**src/rtl/sel_debounce_if.sv**
```systemverilog
// sel_debounce_if -- signal bundle between the select debouncer and its user.
//   key_n       raw active-low pushbutton (asynchronous, bouncing)
//   sw_sel      raw slide-switch level (asynchronous)
//   mode        0: s toggles per debounced press, 1: s follows the switch
//   s           registered mux select
//   press_pulse one-cycle strobe per accepted press
//   busy        debounce window in progress
// master drives the raw inputs and mode; slave is the debouncer.
interface sel_debounce_if;
    logic key_n;
    logic sw_sel;
    logic mode;
    logic s;
    logic press_pulse;
    logic busy;

    modport master (output key_n, sw_sel, mode, input s, press_pulse, busy);
    modport slave  (input key_n, sw_sel, mode, output s, press_pulse, busy);
endinterface

```
**src/rtl/sel_debounce.sv**
```systemverilog
// sel_debounce -- debounced pushbutton / slide-switch source for a 2:1 mux select.
//   Clock   system clock, rising edge
//   Resetn  asynchronous active-low reset
//   bus     sel_debounce_if.slave (key_n, sw_sel, mode in; s, press_pulse, busy out)
// The key is synchronized, then a four-state FSM requires DEBOUNCE_CYCLES stable
// cycles (after the first sample that changed) before accepting a press or release.
module sel_debounce #(
    parameter int unsigned DEBOUNCE_CYCLES = 500000,
    parameter int unsigned CNT_W           = 20
) (
    input  logic           Clock,
    input  logic           Resetn,
    sel_debounce_if.slave  bus
);

    typedef enum logic [1:0] {IDLE, PRESS_WAIT, PRESSED, RELEASE_WAIT} state_t;

    localparam logic [CNT_W-1:0] CNT_MAX = CNT_W'(DEBOUNCE_CYCLES - 1);

    logic             key_m, key_s;
    logic             sw_m, sw_s;
    state_t           state_q, state_d;
    logic [CNT_W-1:0] cnt_q, cnt_d;
    logic             pulse_d, pulse_q;
    logic             busy_q;
    logic             s_q;

    // Two-flop synchronizers; the key idles released (1), the switch idles at 0.
    always_ff @(posedge Clock or negedge Resetn) begin
        if (!Resetn) begin
            key_m <= 1'b1;
            key_s <= 1'b1;
            sw_m  <= 1'b0;
            sw_s  <= 1'b0;
        end else begin
            key_m <= bus.key_n;
            key_s <= key_m;
            sw_m  <= bus.sw_sel;
            sw_s  <= sw_m;
        end
    end

    // Next-state logic. The counter only advances below CNT_MAX, so it never wraps.
    always_comb begin
        state_d = state_q;
        cnt_d   = cnt_q;
        pulse_d = 1'b0;
        case (state_q)
            IDLE: begin
                if (!key_s) begin
                    state_d = PRESS_WAIT;
                    cnt_d   = '0;
                end
            end
            PRESS_WAIT: begin
                if (key_s) begin
                    state_d = IDLE;
                    cnt_d   = '0;
                end else if (cnt_q == CNT_MAX) begin
                    state_d = PRESSED;
                    cnt_d   = '0;
                    pulse_d = 1'b1;
                end else begin
                    cnt_d = cnt_q + CNT_W'(1);
                end
            end
            PRESSED: begin
                if (key_s) begin
                    state_d = RELEASE_WAIT;
                    cnt_d   = '0;
                end
            end
            RELEASE_WAIT: begin
                if (!key_s) begin
                    // Bounce during release: back to held, no new pulse.
                    state_d = PRESSED;
                    cnt_d   = '0;
                end else if (cnt_q == CNT_MAX) begin
                    state_d = IDLE;
                    cnt_d   = '0;
                end else begin
                    cnt_d = cnt_q + CNT_W'(1);
                end
            end
            default: begin
                state_d = IDLE;
                cnt_d   = '0;
            end
        endcase
    end

    always_ff @(posedge Clock or negedge Resetn) begin
        if (!Resetn) begin
            state_q <= IDLE;
            cnt_q   <= '0;
            pulse_q <= 1'b0;
            busy_q  <= 1'b0;
            s_q     <= 1'b0;
        end else begin
            state_q <= state_d;
            cnt_q   <= cnt_d;
            pulse_q <= pulse_d;
            // Registered from the current state so the busy window ends on the
            // same cycle as the press strobe.
            busy_q  <= (state_q == PRESS_WAIT) || (state_q == RELEASE_WAIT);
            // mode=1 wins over a coincident pulse; leaving mode=1 just holds s.
            if (bus.mode)
                s_q <= sw_s;
            else
                s_q <= s_q ^ pulse_q;
        end
    end

    assign bus.s           = s_q;
    assign bus.press_pulse = pulse_q;
    assign bus.busy        = busy_q;

endmodule

```
**src/flat_wrapper.sv**
```systemverilog
// flat-port wrapper written by rule: the top's interface ports become plain ports
module sel_debounce_flat 
#(
    parameter int unsigned DEBOUNCE_CYCLES = 500000,
    parameter int unsigned CNT_W           = 20
)
  (Clock, Resetn, bus_key_n, bus_sw_sel, bus_mode, bus_s, bus_press_pulse, bus_busy);
  sel_debounce_if bus_i ();
  input  logic Clock;
  input  logic Resetn;
  input wire logic [$bits(bus_i.key_n)-1:0] bus_key_n;
  input wire logic [$bits(bus_i.sw_sel)-1:0] bus_sw_sel;
  input wire logic [$bits(bus_i.mode)-1:0] bus_mode;
  output wire logic [$bits(bus_i.s)-1:0] bus_s;
  output wire logic [$bits(bus_i.press_pulse)-1:0] bus_press_pulse;
  output wire logic [$bits(bus_i.busy)-1:0] bus_busy;
  assign bus_i.key_n = bus_key_n;
  assign bus_i.sw_sel = bus_sw_sel;
  assign bus_i.mode = bus_mode;
  assign bus_s = bus_i.s;
  assign bus_press_pulse = bus_i.press_pulse;
  assign bus_busy = bus_i.busy;
  sel_debounce #(.DEBOUNCE_CYCLES(DEBOUNCE_CYCLES), .CNT_W(CNT_W)) u_core (.Clock(Clock), .Resetn(Resetn), .bus(bus_i));
endmodule
```
**config.mk**
```make
export PLATFORM = sky130hd
export DESIGN_NAME = sel_debounce_flat
export DESIGN_NICKNAME = d
export VERILOG_FILES = /design/src/rtl/sel_debounce_if.sv /design/src/rtl/sel_debounce.sv /design/src/flat_wrapper.sv
export SDC_FILE = /design/constraint.sdc
export NUM_CORES = 1
export LEC_CHECK = 0
export ABC_CLOCK_PERIOD_IN_PS = 3170
export BUFFER_PORTS_ARGS = -buffer_cell sky130_fd_sc_hd__buf_2
export CELL_PAD_IN_SITES_DETAIL_PLACEMENT = 1
export CELL_PAD_IN_SITES_GLOBAL_PLACEMENT = 1
export CORE_ASPECT_RATIO = 1.1
export CORE_MARGIN = 1
export CORE_UTILIZATION = 46
export DETAILED_ROUTE_END_ITERATION = 10
export GPL_TIMING_DRIVEN = 0
export MAX_ROUTING_LAYER = met4
export PLACE_DENSITY_LB_ADDON = 0.2
export SLEW_MARGIN = 30
export SYNTH_ARGS = -nofsm -noshare
export SYNTH_HDL_FRONTEND = slang
export SYNTH_SLANG_ARGS = --single-unit
```
**constraint.sdc**
```tcl
create_clock -name Clock -period 3.17 [get_ports Clock]
set_input_delay 0.951 -clock Clock [delete_from_list [all_inputs] [get_ports Clock]]
set_output_delay 0.951 -clock Clock [all_outputs]
set_load 0.05 [all_outputs]
```
==> impl_results.html <==
<table>
<tr><th>Metric</th><th>Value</th></tr>
<tr><th colspan="2">Clock tree</th></tr>
<tr><td>Number of clock sinks seen by CTS</td><td>29</td></tr>
<tr><td>Maximum count of clock buffers along a single path</td><td>2</td></tr>
<tr><td>Master cell of the clock root buffer</td><td>sky130_fd_sc_hd__clkbuf_4</td></tr>
<tr><td>Htree depth</td><td>2</td></tr>
<tr><td>Post-cts hold buffer count</td><td>0</td></tr>
<tr><td>CTS tree</td><td>yes</td></tr>
<tr><td>Num CTS Buffers</td><td>5</td></tr>
<tr><td>Postcts setup bufs</td><td>0</td></tr>
<tr><td>Post-cts repair resize count</td><td>0</td></tr>
<tr><td>Clock transition at the register clock pins on the worst setup and hold paths after CTS</td><td>100 ps</td></tr>
<tr><td>Source-to-sink clock delay at the later pin of the worst-skew pair</td><td>340 ps</td></tr>
<tr><th colspan="2">STA</th></tr>
<tr><td>Time the worst path needs with I/O delays and setup</td><td>2949 ps</td></tr>
<tr><td>Unrepaired setup endpoints after global routing</td><td>false</td></tr>
<tr><td>Final setup violation count</td><td>0</td></tr>
<tr><td>Transition time of the tightest slew-check pin</td><td>830.9 ps</td></tr>
<tr><td>Final critical-path share of the clock period</td><td>93.01%</td></tr>
<tr><td>Achievable Freq</td><td>0.3392 GHz</td></tr>
<tr><td>Final count of hold timing violations</td><td>0</td></tr>
<tr><td>Final hold slack</td><td>364.3 ps</td></tr>
<tr><td>Summed negative setup slack over all endpoints</td><td>0 ps</td></tr>
<tr><td>Setup Skew</td><td>15.23 ps</td></tr>
<tr><td>Worst slew margin relative to its limit</td><td>44.52%</td></tr>
<tr><td>Count of pins over their slew limit</td><td>0</td></tr>
<tr><th colspan="2">Global routing</th></tr>
<tr><td>Number of global-route vias before repair</td><td>1,239</td></tr>
<tr><td>Global-route wire length before repair</td><td>5.989 mm</td></tr>
<tr><td>Global-route layer with the greatest usage</td><td>met2</td></tr>
<tr><td>Antenna violations before repair</td><td>0</td></tr>
<tr><td>Overflow left after global routing</td><td>0</td></tr>
<tr><td>Fraction of met3 tracks used by global routing</td><td>7.036%</td></tr>
<tr><td>Maximum number of pins on one net before global-route repair</td><td>30</td></tr>
<tr><td>Gr usage total</td><td>24.66%</td></tr>
<tr><td>Met1 track demand over resource in global routing</td><td>28.32%</td></tr>
<tr><td>Met2 usage</td><td>41.48%</td></tr>
<tr><th colspan="2">Logic synthesis</th></tr>
<tr><td>Post-synthesis share of cell area spent on full adders, half adders and majority gates</td><td>0.8666%</td></tr>
<tr><td>Portion of netlist area occupied by mux cells</td><td>0.6932%</td></tr>
<tr><td>Cell Area, Synth</td><td>1444 sq um</td></tr>
<tr><td>Compound-gate portion of the synthesized area</td><td>19.41%</td></tr>
<tr><td>Share of synthesized cell area in and, or, nand and nor gates</td><td>21.14%</td></tr>
<tr><td>Seq/Total Area, Yosys</td><td>50.43%</td></tr>
<tr><td>Mapped Cells</td><td>152</td></tr>
<tr><td>Average cell area after synthesis</td><td>9.499 sq um</td></tr>
<tr><td>Number of register bits inferred by synthesis</td><td>29</td></tr>
<tr><td>Dominant combinational cell family by area after synthesis</td><td>simple AND/OR/NAND/NOR gates</td></tr>
<tr><td>Count of unique library cells instantiated by Yosys</td><td>35</td></tr>
<tr><td>Warnings, synthesis</td><td>0</td></tr>
<tr><td>Syn Nets</td><td>158</td></tr>
<tr><td>Xor/xnor cell area share of the yosys netlist</td><td>1.213%</td></tr>
<tr><th colspan="2">Detailed routing</th></tr>
<tr><td>Detailed-route via count</td><td>1,225</td></tr>
<tr><td>Initial DRC Count</td><td>25</td></tr>
<tr><td>Number of DRC violations after detailed routing</td><td>0</td></tr>
<tr><td>Total wire length</td><td>3.536 mm</td></tr>
<tr><td>DRT antenna net count</td><td>0</td></tr>
<tr><td>Average wire per cell in the routed design</td><td>17.68 microns</td></tr>
<tr><td>Number of optimization iterations in the first detailed-route pass</td><td>4</td></tr>
<tr><td>Via/cell ratio</td><td>6.125</td></tr>
<tr><th colspan="2">Floorplanning</th></tr>
<tr><td>Count of pins on the block boundary</td><td>8</td></tr>
<tr><td>Core outline area</td><td>2878 sq um</td></tr>
<tr><td>Initial core utilization</td><td>50.17%</td></tr>
<tr><td>Area of the die</td><td>3367 sq um</td></tr>
<tr><td>Site row count</td><td>20</td></tr>
<tr><td>Height of the chip</td><td>60.76 microns</td></tr>
<tr><td>Width of the chip</td><td>55.42 microns</td></tr>
<tr><th colspan="2">Worst setup path</th></tr>
<tr><td>Setup crit end kind</td><td>register</td></tr>
<tr><td>Kind of launch point of the worst setup path</td><td>register</td></tr>
<tr><td>Top fanout value on the critical path</td><td>9</td></tr>
<tr><td>WS Path Type</td><td>register to register</td></tr>
<tr><td>Arrival time of the worst setup path</td><td>3190 ps</td></tr>
<tr><td>Worst EP required</td><td>3410 ps</td></tr>
<tr><td>Critical path launch point</td><td>u_core.cnt_q[0]</td></tr>
<tr><td>Source of the worst register-to-register timing path</td><td>u_core.cnt_q[0]</td></tr>
<tr><th colspan="2">Min path</th></tr>
<tr><td>Hold Path Origin</td><td>u_core.sw_m</td></tr>
<tr><td>Path type of the worst min-delay path</td><td>register to register</td></tr>
<tr><th colspan="2">Cells and area</th></tr>
<tr><td>Leading cell type in the layout, fill and taps excluded</td><td>sky130_fd_sc_hd__dfrtp_1</td></tr>
<tr><td>Diodes inserted</td><td>0</td></tr>
<tr><td>Final instance count without filler cells</td><td>200</td></tr>
<tr><td>Total number of nets in the final design</td><td>172</td></tr>
<tr><td>Layout overhead on the synthesized area</td><td>8.665%</td></tr>
<tr><td>Fraction of layout cells with a size suffix above 1</td><td>12.57%</td></tr>
<tr><td>Commonest non-fill, non-tap cells in the layout</td><td>27 x sky130_fd_sc_hd__dfrtp_1, 15 x sky130_fd_sc_hd__a21oi_1, 14 x sky130_fd_sc_hd__nand2_1</td></tr>
<tr><th colspan="2">Job</th></tr>
<tr><td>Number of violations of the max-capacitance limit</td><td>0</td></tr>
<tr><th colspan="2">Placed design</th></tr>
<tr><td>Final RePlAce weighted congestion</td><td>0.8436</td></tr>
<tr><td>IO buf count</td><td>7</td></tr>
<tr><td>Detailed placer's ending HPWL</td><td>2.527 mm</td></tr>
<tr><td>Number of placed instances, taps included</td><td>192</td></tr>
<tr><th colspan="2">Pwr</th></tr>
<tr><td>Lkg Pwr</td><td>0.6388 nW</td></tr>
<tr><td>Peak ir drop on the vdd network</td><td>259.1 uV</td></tr>
<tr><td>Pwr per Cell Area</td><td>424.5 nW/um^2</td></tr>
<tr><th colspan="2">Run status</th></tr>
<tr><td>Result of the run</td><td>finished clean</td></tr>
</table>
==> registers in the layout, indices dropped and copies added, names as in the netlist, named ones only <==
name                    count
u_core.bus.busy             1
u_core.bus.press_pulse      1
u_core.bus.s                1
u_core.cnt_q               20
u_core.key_m                1
u_core.key_s                1
u_core.state_q              1
u_core.sw_m                 1
u_core.sw_s                 1
==> worst max-delay path, cell delays in order, from the launching register on <==
cell and delay (ps):
sky130_fd_sc_hd__dfrtp_1 410, sky130_fd_sc_hd__ha_1 220, sky130_fd_sc_hd__nand4_1 390, sky130_fd_sc_hd__or4_4 690, sky130_fd_sc_hd__o311ai_2 740, sky130_fd_sc_hd__o21ai_1 150
sky130_fd_sc_hd__a22o_1 250
==> worst paths after layout <==
check                                     to  slack [ps]  depth (start not counted)
setup / recovery            u_core.cnt_q[12]         220                          6
max in group asynchronous  u_core.state_q[0]        2120                          1
hold / removal                   u_core.sw_s         360                          0
setup reg to reg            u_core.cnt_q[12]         220                          6
hold reg to reg                  u_core.sw_s         360                          0
min in group asynchronous   u_core.cnt_q[12]         620                          1
==> cells in the mapped netlist <==
cell	number	area, sq um
sky130_fd_sc_hd__buf_8	1	15.01
sky130_fd_sc_hd__nand2_1	14	52.55
sky130_fd_sc_hd__nor2_1	7	26.28
sky130_fd_sc_hd__and2_1	3	18.77
sky130_fd_sc_hd__inv_1	7	26.28
sky130_fd_sc_hd__o21ai_1	1	5.000
sky130_fd_sc_hd__nand4_1	3	18.77
sky130_fd_sc_hd__o211ai_1	1	7.510
sky130_fd_sc_hd__a22o_1	3	26.28
sky130_fd_sc_hd__a32oi_1	1	8.760
sky130_fd_sc_hd__dfstp_2	2	52.55
sky130_fd_sc_hd__o21ai_0	11	55.05
sky130_fd_sc_hd__ha_1	1	12.51
sky130_fd_sc_hd__mux2i_1	1	10.01
sky130_fd_sc_hd__buf_1	1	3.750
sky130_fd_sc_hd__xnor2_1	2	17.52
sky130_fd_sc_hd__a31oi_1	8	50.05
sky130_fd_sc_hd__dfrtp_1	27	675.7
sky130_fd_sc_hd__or2b_1	1	7.510
sky130_fd_sc_hd__nor3_1	6	30.03
sky130_fd_sc_hd__or4_4	1	11.26
sky130_fd_sc_hd__nor4_1	3	18.77
sky130_fd_sc_hd__a41oi_1	2	17.52
sky130_fd_sc_hd__or4_1	2	15.01
sky130_fd_sc_hd__or2_2	1	6.260
sky130_fd_sc_hd__a21oi_1	15	75.07
sky130_fd_sc_hd__a2bb2oi_1	1	8.760
sky130_fd_sc_hd__o311ai_2	1	16.27
sky130_fd_sc_hd__buf_6	3	33.78
sky130_fd_sc_hd__clkbuf_1	3	11.26
sky130_fd_sc_hd__nand2b_1	2	12.51
sky130_fd_sc_hd__nand3_1	10	50.05
sky130_fd_sc_hd__o311a_1	1	10.01
sky130_fd_sc_hd__and3_1	1	6.260
sky130_fd_sc_hd__or3_1	5	31.28
==> where the power goes <==
part	internal (W)	leakage, nW	total, W	switching [W]
Clock	0.0000882	0.0265	0.000215	0.000127
Sequential	0.000382	0.386	0.000394	0.0000124
Combinational	0.0000192	0.227	0.0000569	0.0000377
Total	0.000489	0.639	0.000666	0.000177
==> kinds of logic (layout without fill, tap and decap cells) <==
kind of cell	Yosys count	in the layout
flops	29	29
xor+xnor	2	2
mux	1	1
fa+ha+maj	1	1
simple gates	59	59
compound gates	45	45
buf+inv	15	30
==> through the flow <==
| step | cell area, sq um | total power [W] | util [%] | setup slack (ps) |
|---|---|---|---|---|
| after floorplan | 1444 | 0.0004345 | - | 714.9 |
| after global placement | 1520 | 0.0004551 | 52.83 | 350.8 |
| after detailed placement | 1520 | 0.0004592 | 52.83 | 226.0 |
| after CTS | 1569 | 0.0006683 | 54.52 | 215.1 |
| after global routing | 1569 | 0.0006953 | 54.52 | 36.05 |
| final | 1569 | 0.0006660 | 54.52 | 221.5 |
==> final cells by class <==
class	count	area (sq um)
multi-input combinational	108	625.6
sequential	29	728.2
tap	33	41.29
clock buffer	8	48.80
buffer	8	63.81
timing repair buffer	7	35.03
fill	342	1309
inverter	7	26.28
==> per-layer routing <==
layer  up-vias  share of wire (%)
met5         -                  0
met1       611                 44
met2        19                 50
li1        585                  -
met3        10                3.4
met4         0                2.0
Power figures use the tool's default switching activity.
